--- src/rtl/cpu_pkg.sv ---
`default_nettype none
// +----------------------------------------------------------------------+
// | cpu_pkg: shared divider op encodings, FSM states and latency         |
// | Rev 1.0                                                              |
// +----------------------------------------------------------------------+
package cpu_pkg;

  localparam int DIV_XLEN           = 32;
  localparam int DIV_BITS_PER_CYCLE = 4;

  localparam logic [1:0] DIV_OP_DIV  = 2'b00;
  localparam logic [1:0] DIV_OP_DIVU = 2'b01;
  localparam logic [1:0] DIV_OP_REM  = 2'b10;
  localparam logic [1:0] DIV_OP_REMU = 2'b11;

  typedef enum logic [1:0] {
    DIV_ST_IDLE = 2'd0,
    DIV_ST_CALC = 2'd1,
    DIV_ST_FIX  = 2'd2
  } div_state_e;

  // One load cycle is folded into the iteration count; FIX adds the +1.
  function automatic int div_latency(input int xlen, input int bpc);
    return xlen / bpc + 1;
  endfunction

  localparam int DIV_LATENCY = div_latency(DIV_XLEN, DIV_BITS_PER_CYCLE);

endpackage
`default_nettype wire

--- src/rtl/div_step.sv ---
`default_nettype none
// +----------------------------------------------------------------------+
// | div_step: BITS_PER_CYCLE unrolled restoring division steps           |
// | Rev 1.0                                                              |
// +----------------------------------------------------------------------+
module div_step #(
  parameter int XLEN           = 32,
  parameter int BITS_PER_CYCLE = 4
) (
  input  logic [XLEN:0]   i_rem,
  input  logic [XLEN-1:0] i_quo,
  input  logic [XLEN-1:0] i_divisor,
  output logic [XLEN:0]   o_rem,
  output logic [XLEN-1:0] o_quo
);

  logic [XLEN:0]   w_rem [BITS_PER_CYCLE+1];
  logic [XLEN-1:0] w_quo [BITS_PER_CYCLE+1];

  assign w_rem[0] = i_rem;
  assign w_quo[0] = i_quo;

  for (genvar k = 0; k < BITS_PER_CYCLE; k++) begin : g_step
    logic [XLEN+1:0] w_shift;
    logic [XLEN+1:0] w_diff;

    // Extra headroom bit makes the borrow of the trial subtract visible as the MSB.
    assign w_shift      = {w_rem[k], w_quo[k][XLEN-1]};
    assign w_diff       = w_shift - {2'b00, i_divisor};
    assign w_rem[k+1]   = w_diff[XLEN+1] ? w_shift[XLEN:0] : w_diff[XLEN:0];
    assign w_quo[k+1]   = {w_quo[k][XLEN-2:0], ~w_diff[XLEN+1]};
  end

  assign o_rem = w_rem[BITS_PER_CYCLE];
  assign o_quo = w_quo[BITS_PER_CYCLE];

endmodule
`default_nettype wire

--- src/rtl/iter_divider.sv ---
`default_nettype none
// +----------------------------------------------------------------------+
// | iter_divider: fixed-latency RV32M DIV/DIVU/REM/REMU iterative unit   |
// | Rev 1.0                                                              |
// +----------------------------------------------------------------------+
module iter_divider
  import cpu_pkg::*;
#(
  parameter int XLEN           = DIV_XLEN,
  parameter int BITS_PER_CYCLE = DIV_BITS_PER_CYCLE
) (
  input  logic            clk,
  input  logic            reset,
  input  logic            start,
  input  logic [1:0]      op,
  input  logic [XLEN-1:0] dividend,
  input  logic [XLEN-1:0] divisor,
  input  logic            abort,
  output logic            busy,
  output logic            done,
  output logic [XLEN-1:0] result
);

  localparam int ITERS   = XLEN / BITS_PER_CYCLE;
  localparam int LATENCY = div_latency(XLEN, BITS_PER_CYCLE);
  localparam int CNT_W   = $clog2(LATENCY);
  localparam logic [XLEN-1:0] MIN_NEG = {1'b1, {(XLEN-1){1'b0}}};

  div_state_e        r_state;
  div_state_e        w_state_next;
  logic              w_load;
  logic              w_finish;

  logic [1:0]        r_op;
  logic [XLEN-1:0]   r_dividend;
  logic [XLEN-1:0]   r_divisor;
  logic [XLEN-1:0]   r_quo;
  logic [XLEN:0]     r_rem;
  logic [CNT_W-1:0]  r_cnt;
  logic              r_q_neg;
  logic              r_r_neg;
  logic              r_div0;
  logic              r_ovf;
  logic              r_done;
  logic [XLEN-1:0]   r_result;

  logic              w_signed;
  logic              w_a_neg;
  logic              w_b_neg;
  logic [XLEN-1:0]   w_a_mag;
  logic [XLEN-1:0]   w_b_mag;
  logic [XLEN:0]     w_rem_next;
  logic [XLEN-1:0]   w_quo_next;
  logic              w_is_rem;
  logic [XLEN-1:0]   w_quo_fix;
  logic [XLEN-1:0]   w_rem_fix;
  logic [XLEN-1:0]   w_result;
  logic              w_unused_rem_msb;

  // Operand conditioning; abs(MIN_NEG) wraps to itself, which is 2^(XLEN-1) unsigned.
  assign w_signed = (op == DIV_OP_DIV) || (op == DIV_OP_REM);
  assign w_a_neg  = w_signed & dividend[XLEN-1];
  assign w_b_neg  = w_signed & divisor[XLEN-1];
  assign w_a_mag  = w_a_neg ? -dividend : dividend;
  assign w_b_mag  = w_b_neg ? -divisor  : divisor;

  always_ff @(posedge clk or posedge reset) begin
    if (reset) r_state <= DIV_ST_IDLE;
    else       r_state <= w_state_next;
  end

  always_comb begin
    w_state_next = r_state;
    w_load       = 1'b0;
    w_finish     = 1'b0;
    case (r_state)
      DIV_ST_IDLE: begin
        if (start && !abort) begin
          w_state_next = DIV_ST_CALC;
          w_load       = 1'b1;
        end
      end
      DIV_ST_CALC: begin
        if (abort)                        w_state_next = DIV_ST_IDLE;
        else if (r_cnt == CNT_W'(1))      w_state_next = DIV_ST_FIX;
      end
      DIV_ST_FIX: begin
        w_state_next = DIV_ST_IDLE;
        w_finish     = !abort;
      end
      default: w_state_next = DIV_ST_IDLE;
    endcase
  end

  div_step #(
    .XLEN           (XLEN),
    .BITS_PER_CYCLE (BITS_PER_CYCLE)
  ) u_div_step (
    .i_rem     (r_rem),
    .i_quo     (r_quo),
    .i_divisor (r_divisor),
    .o_rem     (w_rem_next),
    .o_quo     (w_quo_next)
  );

  assign w_is_rem  = (r_op == DIV_OP_REM) || (r_op == DIV_OP_REMU);
  assign w_quo_fix = r_q_neg ? -r_quo : r_quo;
  assign w_rem_fix = r_r_neg ? -r_rem[XLEN-1:0] : r_rem[XLEN-1:0];
  assign w_unused_rem_msb = r_rem[XLEN];

  always_comb begin
    w_result = w_is_rem ? w_rem_fix : w_quo_fix;
    if (r_div0)     w_result = w_is_rem ? r_dividend : '1;
    else if (r_ovf) w_result = w_is_rem ? '0 : r_dividend;
  end

  always_ff @(posedge clk or posedge reset) begin
    if (reset) begin
      r_op       <= '0;
      r_dividend <= '0;
      r_divisor  <= '0;
      r_quo      <= '0;
      r_rem      <= '0;
      r_cnt      <= '0;
      r_q_neg    <= 1'b0;
      r_r_neg    <= 1'b0;
      r_div0     <= 1'b0;
      r_ovf      <= 1'b0;
      r_done     <= 1'b0;
      r_result   <= '0;
    end else begin
      r_done <= w_finish;
      if (w_load) begin
        r_op       <= op;
        r_dividend <= dividend;
        r_divisor  <= w_b_mag;
        r_quo      <= w_a_mag;
        r_rem      <= '0;
        r_cnt      <= CNT_W'(ITERS);
        r_q_neg    <= w_a_neg ^ w_b_neg;
        r_r_neg    <= w_a_neg;
        r_div0     <= (divisor == '0);
        r_ovf      <= w_signed && (dividend == MIN_NEG) && (divisor == '1);
      end else if (r_state == DIV_ST_CALC) begin
        r_rem <= w_rem_next;
        r_quo <= w_quo_next;
        r_cnt <= r_cnt - CNT_W'(1);
      end
      if (w_finish) r_result <= w_result;
    end
  end

  assign busy   = (r_state != DIV_ST_IDLE);
  assign done   = r_done;
  assign result = r_result;

endmodule
`default_nettype wire
--- config.mk ---
export PLATFORM = sky130hd
export DESIGN_NAME = iter_divider
export DESIGN_NICKNAME = d
export VERILOG_FILES = /design/src/rtl/cpu_pkg.sv /design/src/rtl/div_step.sv /design/src/rtl/iter_divider.sv
export SDC_FILE = /design/constraint.sdc
export NUM_CORES = 1
export LEC_CHECK = 0
export ABC_AREA = 1
export CORE_MARGIN = 1.5
export CORE_UTILIZATION = 35
export DETAILED_ROUTE_END_ITERATION = 8
export SYNTH_ARGS = -nofsm -noshare
export SYNTH_HDL_FRONTEND = slang
export SYNTH_SLANG_ARGS = --single-unit
--- constraint.sdc ---
create_clock -name clk -period 12.2 [get_ports clk]
set_input_delay 1.83 -clock clk [delete_from_list [all_inputs] [get_ports clk]]
set_output_delay 1.83 -clock clk [all_outputs]
set_load 0.01 [all_outputs]
Word level (Yosys, flattened, before mapping)
Cells that the tools add are included.

Register bits after elaboration: 174. Bits of input ports: 70. Output and inout bits: 34. Word-level logic and storage cells: 77.

Add/subtract/negate cells: 9. Equality and inequality tests: 10. Mux-type cells: 26. Bitwise gates (word level): 7. Reductions and logical operators: 12.

Operators by type and width (number): $mux W32 (11); $mux W33 (6); $sub A34 B32 Y34 (4); $neg A32 Y32 (4); $eq A32 B32 Y1 const B (2); $logic_not A32 Y1 (1); $eq A2 B2 Y1 const B (4); $mux W4 (2); $mux W2 (3); $eq A4 B1 Y1 const B (1); $logic_not A2 Y1 (2); $not A1 Y1 (4); $pmux W2 S2 (1); $reduce_bool A2 Y1 (2); $sub A4 B1 Y4 const B (1); $logic_and A1 B1 Y1 (3); $mux W1 (3); $ne A3 B3 Y1 const B (1); $and A1 B1 Y1 (2); $eq A2 B1 Y1 const B (1); $logic_or A1 B1 Y1 (2); $ne A2 B2 Y1 const B (1); $reduce_and A2 Y1 (1); $logic_not A1 Y1 (1); $xor A1 B1 Y1 (1).

Depth between registers and ports, before layout
Word-level depth: 10. Mapped depth: 74. Depth with buffers taken out: 70.

Hierarchy
A second synthesis with hierarchy kept.

Cells, all modules: 3329. Area, all modules: 20284.5 um^2.

By module, submodules not included: iter_divider (times used 1, cells an instance 1768, area each 11594.9 um^2, sequential area each 4329.2 um^2); div_step (times used 1, cells an instance 1561, area each 8689.6 um^2, sequential area each 0.0 um^2).

Worst setup path after synthesis
Ideal clock, no wire load.

Kind: reg-to-reg. Start point: reg r_divisor[1]. End point: reg r_rem[0]. Library setup time: 0.133 ns. Arrival: 8.949 ns. Required time: 12.067 ns. Setup slack: 3.118 ns. Stages on the path, launching flop included: 68. Buffers on the path: 6. Period minus slack after synthesis: 9.082 ns. Cells stage by stage: dfrtp_1 inv_1 ha_1 nand2_1 nor2_1 nand3_1 nand3_2 nand2_2 nand2_4 nand2_2 nand2_2 nand2_2 nand2_1 buf_2 inv_1 clkbuf_1 nand2_1 o21ai_0 [... 32 more ...] ha_1 a21oi_1 nand2_1 a21oi_1 o21ai_1 a21boi_0 o21ai_1 a21boi_2 o21ai_1 nand3_1 nand2_1 a21oi_1 nand3_1 nand2_4 buf_2 nand3_1 nand3_1 o21ai_0.

Cells in the longest elaborated chain, start to end: 10.

Ends and longest elaborated chain: from (decl) (line iter_divider.sv:36) `logic [XLEN-1:0] r_divisor;`; from (signal assigned) (line iter_divider.sv:136) `r_divisor <= w_b_mag;`; $sub A34 B32 Y34 (line div_step.sv:29) `assign w_diff = w_shift - {2'b00, i_divisor};`; $mux W33 (line div_step.sv:30) `assign w_rem[k+1] = w_diff[XLEN+1] ? w_shift[XLEN:0] : w_diff[XLEN:0];`; $sub A34 B32 Y34 (line div_step.sv:29); $mux W33 (line div_step.sv:30); $sub A34 B32 Y34 (line div_step.sv:29); $mux W33 (line div_step.sv:30); $sub A34 B32 Y34 (*) (line div_step.sv:29); $mux W33 (*) (line div_step.sv:30); $mux W33 (*) (line iter_divider.sv:144) `end else if (r_state == DIV_ST_CALC) begin`; $mux W33 (*) (line iter_divider.sv:133) `if (w_load) begin`; to (signal assigned) (line iter_divider.sv:145) `r_rem <= w_rem_next;`; to (decl) (line iter_divider.sv:38) `logic [XLEN:0] r_rem;`.

Every way passes the cells marked *; elsewhere a longest branch is shown, timed or not. The select of a mux whose other input is x is not followed. A chain may end at the register's enable or synchronous reset.

Final worst setup path
Start point: reg r_divisor[12]. End point: reg r_rem[26].

Cells in the longest elaborated chain, start to end: 10.

Ends and longest elaborated chain (line): $sub A34 B32 Y34 (div_step.sv:29); $mux W33 (div_step.sv:30); $sub A34 B32 Y34 (div_step.sv:29); $mux W33 (div_step.sv:30); $sub A34 B32 Y34 (div_step.sv:29); $mux W33 (div_step.sv:30); $sub A34 B32 Y34 (div_step.sv:29); $mux W33 (*) (div_step.sv:30); $mux W33 (*) (iter_divider.sv:144); $mux W33 (*) (iter_divider.sv:133).

Marks and branches as above.

==> run_results.csv <==
group,metric,value,unit
worst_setup_path,path_common_cell,"nand2_1",
outcome,run_status,"complete, but fails checks",
final_layout,fill_cells,5717,
sta,finalSetupViolations,0,
global_route,grt_max_degree,115,
worst_setup_path,r2r_setup_slack,1.06,ns
worst_setup_path,worstRegToRegCells,63,
final_layout,finalNetCount,3182,
worst_setup_path,worst_r2r_startpoint,"r_divisor[12]$_DFFE_PP0P_",
worst_setup_path,path_max_fanout,42,
final_layout,area_growth,12.3,%
global_route,grt_pass1_vias,18580,
sta,worst_slack,1.06,ns
worst_setup_path,cpMaxStageDelayCell,"o21ai_0",
floorplan,die_h,234,um
clock_tree,cts_tree,"built",
floorplan,coreArea,0.0528,mm2
outcome,violations,"design-rule violations",
yosys,synth_edf_count,0,
clock_tree,clk_path_buf_depth,2,
sta,rsz0062_at_grt,"no",
yosys,synthArstFlopShare,100,%
hold_path,min_path_type,"flop to flop",
detailed_routing,drt-total-wl,70.1,mm
place,place_congestion,0.946,
global_route,grt.overflow.total,0,
clock_tree,htree_levels,4,
worst_setup_path,critical_path_arrival,11.49,ns
run,cap_violations,0,
yosys,synth_ff_type,"dfrtp_1",
detailed_routing,drt_iter0_markers,2095,
worst_setup_path,startpoint,"r_divisor[12]$_DFFE_PP0P_",
sta,skew,0.0167,ns
yosys,ys_types,62,
detailed_routing,routedWlPerCell,19.1,um
place,hpwl,55.6,mm
worst_setup_path,cpPeakStageDelay,0.61,ns
worst_setup_path,startpoint_type,"flop",
detailed_routing,drc_errors,3,
detailed_routing,dr.pass1.iters,8,
floorplan,initial_core_util,35.5,%
detailed_routing,num_vias,20192,
sta,whs,0.478,ns
sta,worstMarginPinSlew,0.883,ns
worst_setup_path,worstSetupEndpointType,"flop",
sta,fin_crit_sh,91.3,%
yosys,syn-cell-area,0.0188,mm2
sta,final.setup.tns,0,ns
sta,relSlewSlack,41.1,%
clock_tree,insertion_delay,0.47,ns
yosys,yosys-top-cells-area,"dfrtp_1 (23%), nand2_1 (15%), ha_1 (9.0%), o21ai_0 (8.2%), inv_1 (6.8%)",
clock_tree,cts_buffers,17,
yosys,ys_ff_latch,173,
worst_setup_path,worstSetupEndpoint,"r_rem[26]$_DFFE_PP0P_",
hold_path,holdPathStages,1,
yosys,synth_top_area_share,23.1,%
final_layout,drive_above_1_share,4.42,%
detailed_routing,antenna_left,0,
floorplan,io_pins,104,
clock_tree,cts_setup_buffers,0,
yosys,syn_nets,3137,
final_layout,n_antenna_cell,0,
yosys,synth_top_area_cell,"dfrtp_1",
global_route,grt_use_total,25.5,%
worst_setup_path,reg2reg_to,"r_rem[26]$_DFFE_PP0P_",
sta,timing.fmax,89.8,MHz
clock_tree,cts_sinks,173,
sta,hold_violations,0,
yosys,syn-instance-count,2928,
place,portBuffers,103,
clock_tree,hold_buffers,0,
sta,period_needed,11.14,ns
floorplan,die_area,0.0550,mm2
place,post-place-ws,0.785,ns
clock_tree,clk_pin_slew,0.07,ns
yosys,synth_area_per_cell,6.41,um2
worst_setup_path,critPathRequiredTime,12.55,ns
sta,slew_viol_final,0,
worst_setup_path,crit_type,"flop to flop",
detailed_routing,avgViaCountPerCell,5.50,
yosys,synth_warnings,0,
global_route,antenna_found_initial,3,
clock_tree,cts-root-buf,"clkbuf_16",
global_route,grt_pass1_wl,109,mm
floorplan,rows,84,
floorplan,fp.dieW,234,um
yosys,ys_seq_area_share,23.1,%
-- how the worst min path moves through the flow --
| stage | start | end | slack (ns) |
|---|---|---|---|
| after floorplan | r_dividend[25]$_DFFE_PP0P_ | r_dividend[25]$_DFFE_PP0P_ | 0.45 |
| after global routing | result[19]$_DFFE_PP0P_ | result[19]$_DFFE_PP0P_ | 0.49 |
| final | result[22]$_DFFE_PP0P_ | result[22]$_DFFE_PP0P_ | 0.48 |
| after CTS | result[22]$_DFFE_PP0P_ | result[22]$_DFFE_PP0P_ | 0.48 |
| after global placement | result[19]$_DFFE_PP0P_ | result[19]$_DFFE_PP0P_ | 0.46 |
| after detailed placement | result[16]$_DFFE_PP0P_ | result[16]$_DFFE_PP0P_ | 0.47 |
-- cell families after synthesis --
| kind of cell | Yosys count | share of synthesized area, % |
|---|---|---|
| compound gates | 726 | 21.9 |
| xor+xnor | 139 | 6.49 |
| fa+ha+maj | 139 | 9.43 |
| buf+inv | 459 | 9.43 |
| flops | 173 | 23.1 |
| simple gates | 1292 | 29.7 |
-- sequential cells by signal, indices dropped and copies added (netlist names) --
| name | flops |
|---|---|
| done | 1 |
| r_ovf | 1 |
| r_r_neg | 1 |
| r_op | 1 |
| r_divisor | 32 |
| r_rem | 33 |
| r_dividend | 32 |
| r_state | 2 |
| r_div0 | 1 |
| r_q_neg | 1 |
| r_cnt | 4 |
| result | 32 |
| r_quo | 32 |
-- synthesized netlist by cell type (16+ instances only) --
library cell,count
a21oi_1,205
a221oi_1,24
a31oi_1,24
buf_2,16
clkbuf_1,75
dfrtp_1,173
ha_1,135
inv_1,340
nand2_1,740
nand3_1,187
nand4_1,31
nor2_1,197
nor3_1,62
o211ai_1,16
o21ai_0,306
o21ai_1,38
o31ai_1,18
xnor2_1,76
xor2_1,63
-- layer usage --
| metal | track usage (%) | wire (um) | vias to the layer above |
|---|---|---|---|
| met1 | 36.8 | 32300 | 9424 |
| met3 | 3.74 | 4860 | 88 |
| met5 | 0 | 27 | - |
| met2 | 39.4 | 31200 | 720 |
| met4 | 6.87 | 1760 | 4 |
| li1 | - | - | 9956 |
-- cells in the final DEF, fill, tap and decap left out, types with 63 or more instances in the layout --
cell type,instances
nand2_1,740
inv_1,339
ha_1,135
dfrtp_1,173
clkdlybuf4s50_1,103
nor2_1,194
nand3_1,185
o21ai_0,304
xnor2_1,76
a21oi_1,205
xor2_1,63
-- area by class of cell --
type | instances | area (um2) | area share [%]
tap | 688 | 861 | 4.09
sequential | 173 | 4330 | 20.5
timing repair buffer | 131 | 1240 | 5.89
clock inverter | 12 | 126 | 0.600
inverter | 354 | 1340 | 6.37
clock buffer | 20 | 457 | 2.17
multi-input combinational | 2296 | 12700 | 60.3
-- critical path, delay by kind of cell (launching register included) --
family | cells | cell delay [ns]
compound gates | 19 | 4.20
fa+ha+maj | 4 | 1.37
buf+inv | 8 | 1.29
flops | 1 | 0.39
simple gates | 32 | 3.70
-- metrics by stage --
stage / instances / instance area [um2] / util (%)
after global placement: 3642 / 20500 / 38.8
after detailed placement: 3642 / 20500 / 38.8
final: 3674 / 21100 / 39.9
after global routing: 3674 / 21100 / 39.9
after floorplan: 2928 / 18800 / -
after CTS: 3674 / 21000 / 39.9
-- repair_timing --
item                       in CTS  in global routing
resized for setup               0                  7
hold endpoints to repair        0                  0
setup endpoints to repair       0                 34
Power is left out: the tool's default activity adds up to more than one toggle a clock period on the data nets, which glitch-free logic cannot reach.
==> RTL change 1, RTL diff (config.mk and constraints unchanged) <==
Add an input register stage for `divisor`, without a reset; this delays it by one clock. The other inputs are not delayed to match.
--- a/src/rtl/iter_divider.sv
+++ b/src/rtl/iter_divider.sv
@@ -27,2 +27,8 @@
   localparam logic [XLEN-1:0] MIN_NEG = {1'b1, {(XLEN-1){1'b0}}};
+
+  logic [XLEN-1:0] divisor_q;
+
+  always_ff @(posedge clk) begin
+    divisor_q <= divisor;
+  end
 
@@ -62,5 +68,5 @@
   assign w_a_neg  = w_signed & dividend[XLEN-1];
-  assign w_b_neg  = w_signed & divisor[XLEN-1];
+  assign w_b_neg  = w_signed & divisor_q[XLEN-1];
   assign w_a_mag  = w_a_neg ? -dividend : dividend;
-  assign w_b_mag  = w_b_neg ? -divisor  : divisor;
+  assign w_b_mag  = w_b_neg ? -divisor_q : divisor_q;
 
@@ -141,4 +147,4 @@
         r_r_neg    <= w_a_neg;
-        r_div0     <= (divisor == '0);
-        r_ovf      <= w_signed && (dividend == MIN_NEG) && (divisor == '1);
+        r_div0     <= (divisor_q == '0);
+        r_ovf      <= w_signed && (dividend == MIN_NEG) && (divisor_q == '1);
       end else if (r_state == DIV_ST_CALC) begin
Formal check against the unedited RTL: no difference found for any inputs over 10 cycles, from zero or initial values and one cycle with reset high; that may be too few to reach the edited logic, so the function may still have changed.
==> RTL change 1 against the original RTL <==
- setup slack got worse by 0.20 ns
- sequential share of layout area increased by 1.8 points
- area after synthesis grew 3.5%
- first-iteration DRC count shrank 18%
- cell area up 5.6%
- wire length increased by 2.3%
- utilization increased by 0.52 points
- sequential cell count rose by 32
- via count rose by 2.6%
- worst hold slack improved by 0.00083 ns
Power is not shown: default switching activity piles up to over one toggle a cycle in this logic, so the estimate is an artifact.
==> RTL change 1: results (changes against the original RTL) <==
- Status: complete, no violations (was complete, but fails checks).
- The area share of the leading cell type in the synthesized netlist was 22.30% (was 23.08%).
- The TritonCTS buffer count is 25 (was 17).
- The depth of the CTS H-tree is 1 (was 4).
- Most area-consuming cells after synthesis: sky130_fd_sc_hd__dfrtp_1, sky130_fd_sc_hd__nand2_1, sky130_fd_sc_hd__ha_1, sky130_fd_sc_hd__o21ai_0, sky130_fd_sc_hd__inv_1 (unchanged).
- The number of antenna violations at the first check in global routing is 0 (was 3).
- The area taken by flip-flops and latches is 4970 µm² (was 4329 µm²).
- The clock latency of the later-clocked register in the worst-skew pair is 0.57 ns (was 0.47 ns).
- The net count after synthesis is 3157 (was 3137).
- The number of global-route vias before repair is 19267 (was 18580).
- The worst relative slew slack is 25.16% (was 41.15%).
- The pre-CTS setup slack is 0.3321 ns (was 0.7849 ns).
- The clock tree skew after final layout was 0.01264 ns (was 0.01671 ns).
- The post-synthesis share of cell area spent on full adders, half adders and majority gates is 9.114% (was 9.434%).
- The met1 layer usage reported by global route was 34.43% (was 36.85%).
- The first-iteration detailed-routing DRC count is 1719 (was 2095).
- The largest fanout on the critical path is 47 (was 42).
- The final cell count without fillers came to 3796 (was 3674).
- The clock tree buffer depth is 3 (was 2).
- The number of detailed-route iterations in the first pass is 6 (was 8).
- The met1 wire length was 32330 µm (was 32260 µm).
- The wire length of the first global-routing pass was 110000 µm (was 108500 µm).
- The met3 routing resource usage after global routing is 2.829% (was 3.743%).
- The global routing usage on met2 was 38.75% (was 39.45%).
- The count of distinct cell types in the synthesized netlist came to 61 (was 62).
-- RTL change 1: final cells by class --
cell class	instances	share of cell area [%]
Clock inverter	10	0.4500
Sequential cell	205	22.34
Tap cell	748	4.208
Inverter	334	5.681
Clock buffer	36	3.184
Antenna cell	1	0.01125
Multi-Input combinational cell	2306	57.66
Timing Repair Buffer	156	6.458
-- RTL change 1: final timing paths --
path / startpoint / endpoint / slack [ns] / cells past startpoint
worst max-delay path: r_rem[27] / r_rem[22] / 0.87 / 54
min in group asynchronous: reset / r_rem[2] / 1.86 / 2
worst min register to register: result[23] / result[23] / 0.48 / 2
worst max register to register: r_rem[27] / r_rem[22] / 0.87 / 54
max in group asynchronous: reset / r_cnt[0] / 9.02 / 3
worst min-delay path: result[23] / result[23] / 0.48 / 2
==> RTL change 2, RTL diff (same flow settings) <==
Made on the original files. The package constant `DIV_XLEN` goes from 32 to 16.
--- a/src/rtl/cpu_pkg.sv
+++ b/src/rtl/cpu_pkg.sv
@@ -7,3 +7,3 @@
 
-  localparam int DIV_XLEN           = 32;
+  localparam int DIV_XLEN           = 16;
   localparam int DIV_BITS_PER_CYCLE = 4;
Ports: changed (resized dividend, divisor and result); port bits go from 104 to 56. No check against the original RTL was run, so the function may have changed too.
==> RTL change 2 against the original RTL <==
- area after synthesis down 49%
- wire length down 57%
- critical endpoint is now r_rem[15]
- cell area down 49%
- count of clock-buffer cells in the layout down 11
- sequential share of layout area up 0.88 points
- setup slack better by 1.4 ns
- sequential cell count down 81
- critical path depth down 13
- via count down 51%
Power is left out: the tool's default activity adds up to more than one toggle a clock period on the data nets, which glitch-free logic cannot reach.
==> RTL change 2: results (changes against the original RTL) <==
- The count of distinct cell types in the synthesized netlist is 57 (was 62).
- The largest fanout on the critical path is 30 (was 42).
- The weighted congestion reported at the end of routability-driven placement came to 0.9042 (was 0.9456).
- The standard cell area after detailed placement is 10420 µm² (was 20460 µm²).
- The net count after synthesis is 1543 (was 3137).
- The proportion of synthesized chip area in sequential cells is 24.00% (was 23.08%).
- Synth top cells by count: sky130_fd_sc_hd__nand2_1, sky130_fd_sc_hd__inv_1, sky130_fd_sc_hd__o21ai_0 (unchanged).
- The number of cell instances on the worst register-to-register path is 50 (was 63).
- The number of detailed-route iterations in the first pass is 5 (was 8).
- The data arrival at the endpoint of the critical path is 10.00 ns (was 11.49 ns).
- The final layout net count is 1572 (was 3182).
- The total of fill cells in the finished design is 2829 (was 5717).
- The number of vias in the routed layout is 9800 (was 20192).
- The average routed wire per standard cell was 16.88 µm (was 19.07 µm).
- The global routing usage summed across all routing layers is 21.50% (was 25.53%).
- The depth of the CTS H-tree is 3 (was 4).
- The flip-flop count of the largest register after layout is 17 (was 33).
- The critical register-to-register path endpoint is r_rem[15] (was r_rem[26]).
- The setup slack of the worst register-to-register path is 2.45 ns (was 1.06 ns).
- The share of cells above drive strength 1 is 6.626% (was 4.421%).
- The placed wire-length estimate after detailed placement was 24090 µm (was 55570 µm).
- The clock latency of the later-clocked register in the worst-skew pair is 0.37 ns (was 0.47 ns).
- Most area-consuming cells after synthesis: sky130_fd_sc_hd__dfrtp_1, sky130_fd_sc_hd__nand2_1, sky130_fd_sc_hd__ha_1, sky130_fd_sc_hd__inv_1, sky130_fd_sc_hd__o21ai_0 (was sky130_fd_sc_hd__dfrtp_1, sky130_fd_sc_hd__nand2_1, sky130_fd_sc_hd__ha_1, sky130_fd_sc_hd__o21ai_0, sky130_fd_sc_hd__inv_1).
- The number of antenna violations at the first check in global routing is 0 (was 3).
- The number of stages on the worst hold path came to 2 (was 1).
- The TritonCTS buffer count is 9 (was 17).
- Status: complete, no violations (was complete, but fails checks).
- The first-iteration detailed-routing DRC count is 869 (was 2095).
- The number of global-route vias before repair is 8935 (was 18580).
- The actual transition at the worst max-transition pin came to 1.083 ns (was 0.8828 ns).
- The wire length of the first global-routing pass is 48020 µm (was 108500 µm).
- The launch point of the critical path was r_divisor[1] (was r_divisor[12]).
- The maximum number of pins on one net before global-route repair is 60 (was 115).
[RTL change 2: layer usage]
metal	part of all wire [%]	track usage, %
met5	0	0
met4	1.9	5.435
met3	6.3	3.647
met2	44	32.85
met1	48	31.29
[RTL change 2: final cells by class]
| type | instances | area, µm² | area share (%) |
|---|---|---|---|
| sequential | 92 | 2302 | 21.43 |
| inverter | 200 | 753.2 | 7.010 |
| clock inverter | 7 | 102.6 | 0.9548 |
| clock buffer | 9 | 225.2 | 2.096 |
| multi-input combinational | 1095 | 6340 | 59.00 |
| timing repair buffer | 61 | 595.6 | 5.543 |
| tap | 341 | 426.7 | 3.971 |
[RTL change 2: cells by family (layout without fill, tap and decap cells)]
group / count (synthesis) / count (layout) / synth area share, %
muxes: 1 / 1 / 0.1043
AOI/OAI and AO/OA: 318 / 318 / 19.42
and+or+nand+nor: 635 / 635 / 30.36
xor gates and xnor gates: 66 / 66 / 6.026
buffers and inverters: 243 / 277 / 9.991
adders and majority gates: 75 / 75 / 10.10
DFF: 92 / 92 / 24.00
[RTL change 2: stage by stage]
| step | setup WS, ns | instances |
|---|---|---|
| final | 2.451 | 1805 |
| after global routing | 1.586 | 1805 |
| after CTS | 2.527 | 1805 |
| after detailed placement | 2.574 | 1789 |
| after global placement | 2.721 | 1789 |
| after floorplan | 4.177 | 1430 |
[RTL change 2: worst min path at each step]
stage / start / endpoint / slack, ns
floorplan: r_divisor[10] / r_divisor[10] / 0.45
CTS: result[0] / result[0] / 0.48
global route: result[0] / result[0] / 0.50
detailed placement: result[0] / result[0] / 0.47
global placement: r_divisor[12] / r_divisor[12] / 0.46
finish: result[0] / result[0] / 0.48
[RTL change 2: critical path, delay by kind of cell (launching register included)]
family,cells,cell delay (ns)
flops,1,0.49
simple gates,31,4.43
compound gates,12,2.94
buf+inv,3,0.45
fa+ha+maj,4,1.31
